==> config.mk <==
export PLATFORM = sky130hd
export DESIGN_NAME = ps2_keycode
export DESIGN_NICKNAME = d
export VERILOG_FILES = /design/src/rtl/ps2_pkg.sv /design/src/rtl/ps2_clk_filter.sv /design/src/rtl/ps2_keycode.sv
export SDC_FILE = /design/constraint.sdc
export NUM_CORES = 1
export LEC_CHECK = 0
export ABC_CLOCK_PERIOD_IN_PS = 2029
export CAP_MARGIN = 25
export CORE_UTILIZATION = 52
export DETAILED_ROUTE_END_ITERATION = 8
export PLACE_DENSITY = 0.87
export SLEW_MARGIN = 20
export SYNTH_ARGS = -nofsm -noshare
export SYNTH_HDL_FRONTEND = slang
export SYNTH_SLANG_ARGS = --single-unit
==> constraint.sdc <==
create_clock -name clk -period 2.03 [get_ports clk]
set_clock_uncertainty 0.05 [all_clocks]
set_input_delay 0.3045 -clock clk [delete_from_list [all_inputs] [get_ports clk]]
set_output_delay 0.3045 -clock clk [all_outputs]
set_load 0.02 [all_outputs]
==> src/rtl/ps2_pkg.sv <==
// Shared constants, FSM state type and key-word layout for the PS/2 keyboard receiver.
package ps2_pkg;

  localparam logic [7:0] PS2_EXT = 8'hE0;
  localparam logic [7:0] PS2_BRK = 8'hF0;

  typedef enum logic [1:0] {
    IDLE,
    DATA,
    PARITY,
    STOP
  } ps2_state_t;

  localparam int KEY_W        = 16;
  localparam int KEY_CNT_MSB  = 15;
  localparam int KEY_CNT_LSB  = 12;
  localparam int KEY_BRK_BIT  = 9;
  localparam int KEY_EXT_BIT  = 8;
  localparam int KEY_CODE_MSB = 7;

  function automatic logic [KEY_W-1:0] pack_key(input logic [3:0] cnt, input logic brk,
                                               input logic ext, input logic [7:0] code);
    logic [KEY_W-1:0] k;
    k = '0;
    k[KEY_CNT_MSB:KEY_CNT_LSB] = cnt;
    k[KEY_BRK_BIT]             = brk;
    k[KEY_EXT_BIT]             = ext;
    k[KEY_CODE_MSB:0]          = code;
    return k;
  endfunction

endpackage

==> src/rtl/ps2_clk_filter.sv <==
// Two-flop synchroniser followed by an all-equal history filter; emits a one-cycle
// strobe on each filtered high-to-low transition of the PS/2 clock.
module ps2_clk_filter #(
  parameter int FILTER_LEN = 8
) (
  input  logic clk,
  input  logic rst,
  input  logic pin,
  output logic level,
  output logic fall
);

  logic                  sync_p0;
  logic                  sync_p1;
  logic [FILTER_LEN-1:0] hist;

  always_ff @(posedge clk or negedge rst) begin
    if (!rst) begin
      sync_p0 <= 1'b1;
      sync_p1 <= 1'b1;
      hist    <= '1;
      level   <= 1'b1;
    end else begin
      sync_p0 <= pin;
      sync_p1 <= sync_p0;
      hist    <= {hist[FILTER_LEN-2:0], sync_p1};
      if (&hist)
        level <= 1'b1;
      else if (~|hist)
        level <= 1'b0;
    end
  end

  // High for exactly the one cycle between the history going all-zero and level dropping.
  assign fall = level & ~|hist;

endmodule

==> src/rtl/ps2_keycode.sv <==
// PS/2 device-to-host frame receiver that folds E0/F0 prefixes into a 16-bit key word
// carrying a wrapping 4-bit event count for polling firmware.
module ps2_keycode
  import ps2_pkg::*;
#(
  parameter int FILTER_LEN  = 8,
  parameter int TIMEOUT_CYC = 20000
) (
  input  logic              clk,
  input  logic              rst,
  input  logic              ps2_clk,
  input  logic              ps2_data,
  output logic [KEY_W-1:0]  key,
  output logic              key_valid,
  output logic              frame_err
);

  localparam int TO_W = $clog2(TIMEOUT_CYC);
  localparam logic [TO_W-1:0] TO_LIMIT = TO_W'(TIMEOUT_CYC - 1);

  logic            fall;
  logic            clk_level_unused;
  logic            data_p0;
  logic            data_p1;
  ps2_state_t      state;
  ps2_state_t      state_nxt;
  logic [2:0]      bit_cnt;
  logic [7:0]      shreg;
  logic            par_bit;
  logic [TO_W-1:0] idle_cnt;
  logic            ext_f;
  logic            brk_f;
  logic [3:0]      cnt;
  logic            timeout;
  logic            stop_good;
  logic            byte_done;
  logic            byte_bad;
  logic            is_ext;
  logic            is_brk;
  logic            emit;
  logic            err_evt;

  ps2_clk_filter #(.FILTER_LEN(FILTER_LEN)) u_clk_filter (
    .clk   (clk),
    .rst   (rst),
    .pin   (ps2_clk),
    .level (clk_level_unused),
    .fall  (fall)
  );

  always_ff @(posedge clk or negedge rst) begin
    if (!rst) begin
      data_p0 <= 1'b1;
      data_p1 <= 1'b1;
    end else begin
      data_p0 <= ps2_data;
      data_p1 <= data_p0;
    end
  end

  // A fall in the same cycle as the limit counts as activity, so the frame carries on.
  assign timeout   = (state != IDLE) && !fall && (idle_cnt == TO_LIMIT);
  assign stop_good = (^{par_bit, shreg}) & data_p1;

  always_comb begin
    state_nxt = state;
    byte_done = 1'b0;
    byte_bad  = 1'b0;
    if (timeout) begin
      state_nxt = IDLE;
    end else if (fall) begin
      case (state)
        IDLE:    if (!data_p1) state_nxt = DATA;
        DATA:    if (bit_cnt == 3'd7) state_nxt = PARITY;
        PARITY:  state_nxt = STOP;
        STOP: begin
          state_nxt = IDLE;
          if (stop_good) byte_done = 1'b1;
          else           byte_bad  = 1'b1;
        end
        default: state_nxt = IDLE;
      endcase
    end
  end

  assign is_ext  = byte_done && (shreg == PS2_EXT);
  assign is_brk  = byte_done && (shreg == PS2_BRK);
  assign emit    = byte_done && !is_ext && !is_brk;
  assign err_evt = byte_bad || timeout;

  always_ff @(posedge clk or negedge rst) begin
    if (!rst) begin
      state     <= IDLE;
      idle_cnt  <= '0;
      ext_f     <= 1'b0;
      brk_f     <= 1'b0;
      cnt       <= 4'd0;
      key       <= '0;
      key_valid <= 1'b0;
      frame_err <= 1'b0;
    end else begin
      state     <= state_nxt;
      key_valid <= emit;
      frame_err <= err_evt;
      if (state == IDLE || fall)
        idle_cnt <= '0;
      else
        idle_cnt <= idle_cnt + 1'b1;
      if (err_evt) begin
        ext_f <= 1'b0;
        brk_f <= 1'b0;
      end else if (emit) begin
        key   <= pack_key(cnt + 4'd1, brk_f, ext_f, shreg);
        cnt   <= cnt + 4'd1;
        ext_f <= 1'b0;
        brk_f <= 1'b0;
      end else if (is_ext) begin
        ext_f <= 1'b1;
      end else if (is_brk) begin
        brk_f <= 1'b1;
      end
    end
  end

  // Frame shift path: only meaningful while a frame is in flight, so it carries no reset.
  always_ff @(posedge clk) begin
    if (fall) begin
      case (state)
        IDLE:   bit_cnt <= 3'd0;
        DATA: begin
          shreg   <= {data_p1, shreg[7:1]};
          bit_cnt <= bit_cnt + 3'd1;
        end
        PARITY: par_bit <= data_p1;
        default: ;
      endcase
    end
  end

endmodule

==> run metrics <==
Seq/Total Area, Yosys 58.54%; Core Rows 25; family with the most delay on the worst path XOR/XNOR gates; iteration-0 DRC count of the detailed router 58; RSZ-0062 raised after global routing yes; Hold Buf Count CTS 0; Worst Slack Setup Final -0.05025 ns; layout cells sized above 1 26.17%; Hold Crit Class in -> async; Synth Area per Inst 13.02 um2; Synth async-reset ratio 80.00%; Synth top cells by count dfrtp_1 (35), nor2_1 (15), ha_1 (14), dfstp_2 (13); number of synthesized flops with an enable pin 12; Cell Area, Synth 0.002695 mm2; global route overflow 0; Hold WS -0.007043 ns; fin area 0.003297 mm2; leakage power 1.432 nW; CTS Buffer Depth 2; PwrDens 672.6 mW/mm2; cell count after synthesis 207; drt first pass iters 4; WS Path Type reg -> reg; Routed wire per std cell 14.92 um; Placement Setup Slack -0.04027 ns; Clock Sinks 60; IO buf count 19; Clock transition at path regs 0.06 ns; final hold viol count 16; worst skew pair latency 0.34 ns; WL final 4.820 mm; CP required 2.20 ns; H-tree levels 3; critical path cell sequence inv_1, ha_1, xnor3_1, xnor2_2, nand3_2, buf_12, mux2_4; Slew Viols, Final 0; Crit path buffers/inverters 2; final setup TNS -0.4244 ns; DRC Markers 0; top post-synthesis cells by area dfrtp_1 (32%), edfxtp_1 (13%), dfstp_2 (13%); via count 1749; area grow syn2layout 22.33%; status complete, but fails checks; die height 73.99 um; Tmin final 2.080 ns; post-DP HPWL 3.215 mm; synthesis-stage register bit count 60; most frequently used flop master after synthesis dfrtp_1; Top Ports 22; Worst Setup Start Kind flop; Initial Utilization 55.59%; Max-slew headroom 61.95%; Max Fclk 480.7 MHz; Yosys top cell area share 32.50%; Total Routing Usage GR 20.32%; Critical Path Sink Type flop; placed cells 304; largest fanout on the critical path 10; RePlAce Congestion 0.8044; ANT cells 0; cts bufs inserted 9; synth unique cells 45; Final Setup Violations 11; DP Area 0.003083 mm2; CTS Root Cell clkbuf_8; crit path DAT 2.25 ns; Die W 73.99 um; Non-Filler Instances 323; pin count of the biggest net entering global routing 49; vias in the first global route 1769; Core Region 0.004848 mm2; pin slew with the least headroom to its limit 0.5707 ns; DIE AREA 0.005475 mm2; count leader, synth dfrtp_1; part of the cycle the worst path needs 102.5%; Via density 5.415; slowest stage delay, CP 0.41 ns; CTS tree done; failing checks negative hold slack, negative setup slack; Antenna Nets Post-Route 0; Layout Nets 269; leading area contributor after synthesis dfrtp_1; Synthesis Warnings 0; # Max-Cap Violations 0; Peak supply drop 456.2 uV; initial antenna violation count 0; first-pass GRT wire length 7.845 mm; Crit-path slowest cell edfxtp_1
[stage by stage]
stage               util (%)  total power [mW]  hold slack, ns
floorplan                  -             1.306        -0.04109
global placement       63.59             1.342          0.2956
detailed placement     63.59             1.344          0.2968
CTS                    67.20             2.244         0.01425
global route           68.00             2.307         0.03799
finish                 68.00             2.217       -0.007043
[sequential cells by signal (all words and copies together) (netlist names)]
register,cells
u_clk_filter.sync_p1,1
u_clk_filter.sync_p0,1
cnt,4
u_clk_filter.hist,8
shreg,8
ext_f,1
frame_err,1
bit_cnt,3
data_p1,1
idle_cnt,15
data_p0,1
state,2
par_bit,1
u_clk_filter.level,1
key_valid,1
key,10
brk_f,1
[metal layers]
metal,GRT usage [%],vias to the layer above,wire length [um]
met1,21.26,859,1905
li1,-,840,-
met5,0,-,0
met2,34.95,38,2580
met4,11.54,0,121
met3,7.859,12,213
[path summary, 6_finish.rpt]
kind                                       from                   end  slack (ns)  cells past startpoint
hold / removal                              rst                 brk_f      -0.007                      2
setup / recovery                       shreg[0]                key[6]       -0.05                      7
min in group clk           u_clk_filter.sync_p1  u_clk_filter.hist[0]        0.30                      0
max in group asynchronous                   rst  u_clk_filter.hist[7]        1.54                      2
hold reg to reg            u_clk_filter.sync_p1  u_clk_filter.hist[0]        0.30                      0
setup reg to reg                       shreg[0]                key[6]       -0.05                      7
[area by class of cell]
| class | count | area [um2] |
|---|---|---|
| flip-flops and latches | 60 | 1578 |
| fillers | 337 | 1551 |
| multi-input cells | 133 | 1081 |
| repair buffers | 38 | 356.6 |
| clock buffers | 13 | 148.9 |
| well taps | 67 | 83.83 |
| inverters | 9 | 33.78 |
| clock inverters | 3 | 15.01 |
[kinds of logic after synthesis]
group | after synthesis | synth area share, %
mux | 11 | 5.850
xor+xnor | 16 | 5.710
buf+inv | 15 | 2.646
simple gates | 71 | 15.78
fa+ha+maj | 14 | 6.500
other cells | 1 | 0.1391
flops | 60 | 58.54
compound gates | 19 | 4.829
[cells in the final DEF, fill, tap and decap left out, types with 3 or more instances in the layout]
cell type,n
a21oi_1,4
and2_1,5
and3_1,3
and4_1,4
buf_4,16
clkbuf_1,3
clkbuf_8,10
clkdlybuf4s50_1,18
clkinv_2,3
dfrtp_1,35
dfstp_2,13
edfxtp_1,12
ha_1,14
inv_1,9
mux2_4,10
nand2_1,6
nand3_1,5
nand4_1,12
nor2_1,15
nor4_1,4
o21ai_0,5
or3_1,3
xnor2_1,8
xor2_1,6
[what timing repair did]
item	4_1_cts	5_1_grt
cloned	0	0
setup buffers	1	2
resized for setup	1	6
pin swaps	4	1
endpoints found under the setup margin	12	24
[power breakdown]
group / internal, mW / switching (mW)
registers: 1.25 / 0.0151
clock network: 0.470 / 0.424
logic: 0.0200 / 0.0352
No activity file was read; power rests on OpenSTA's default activity.
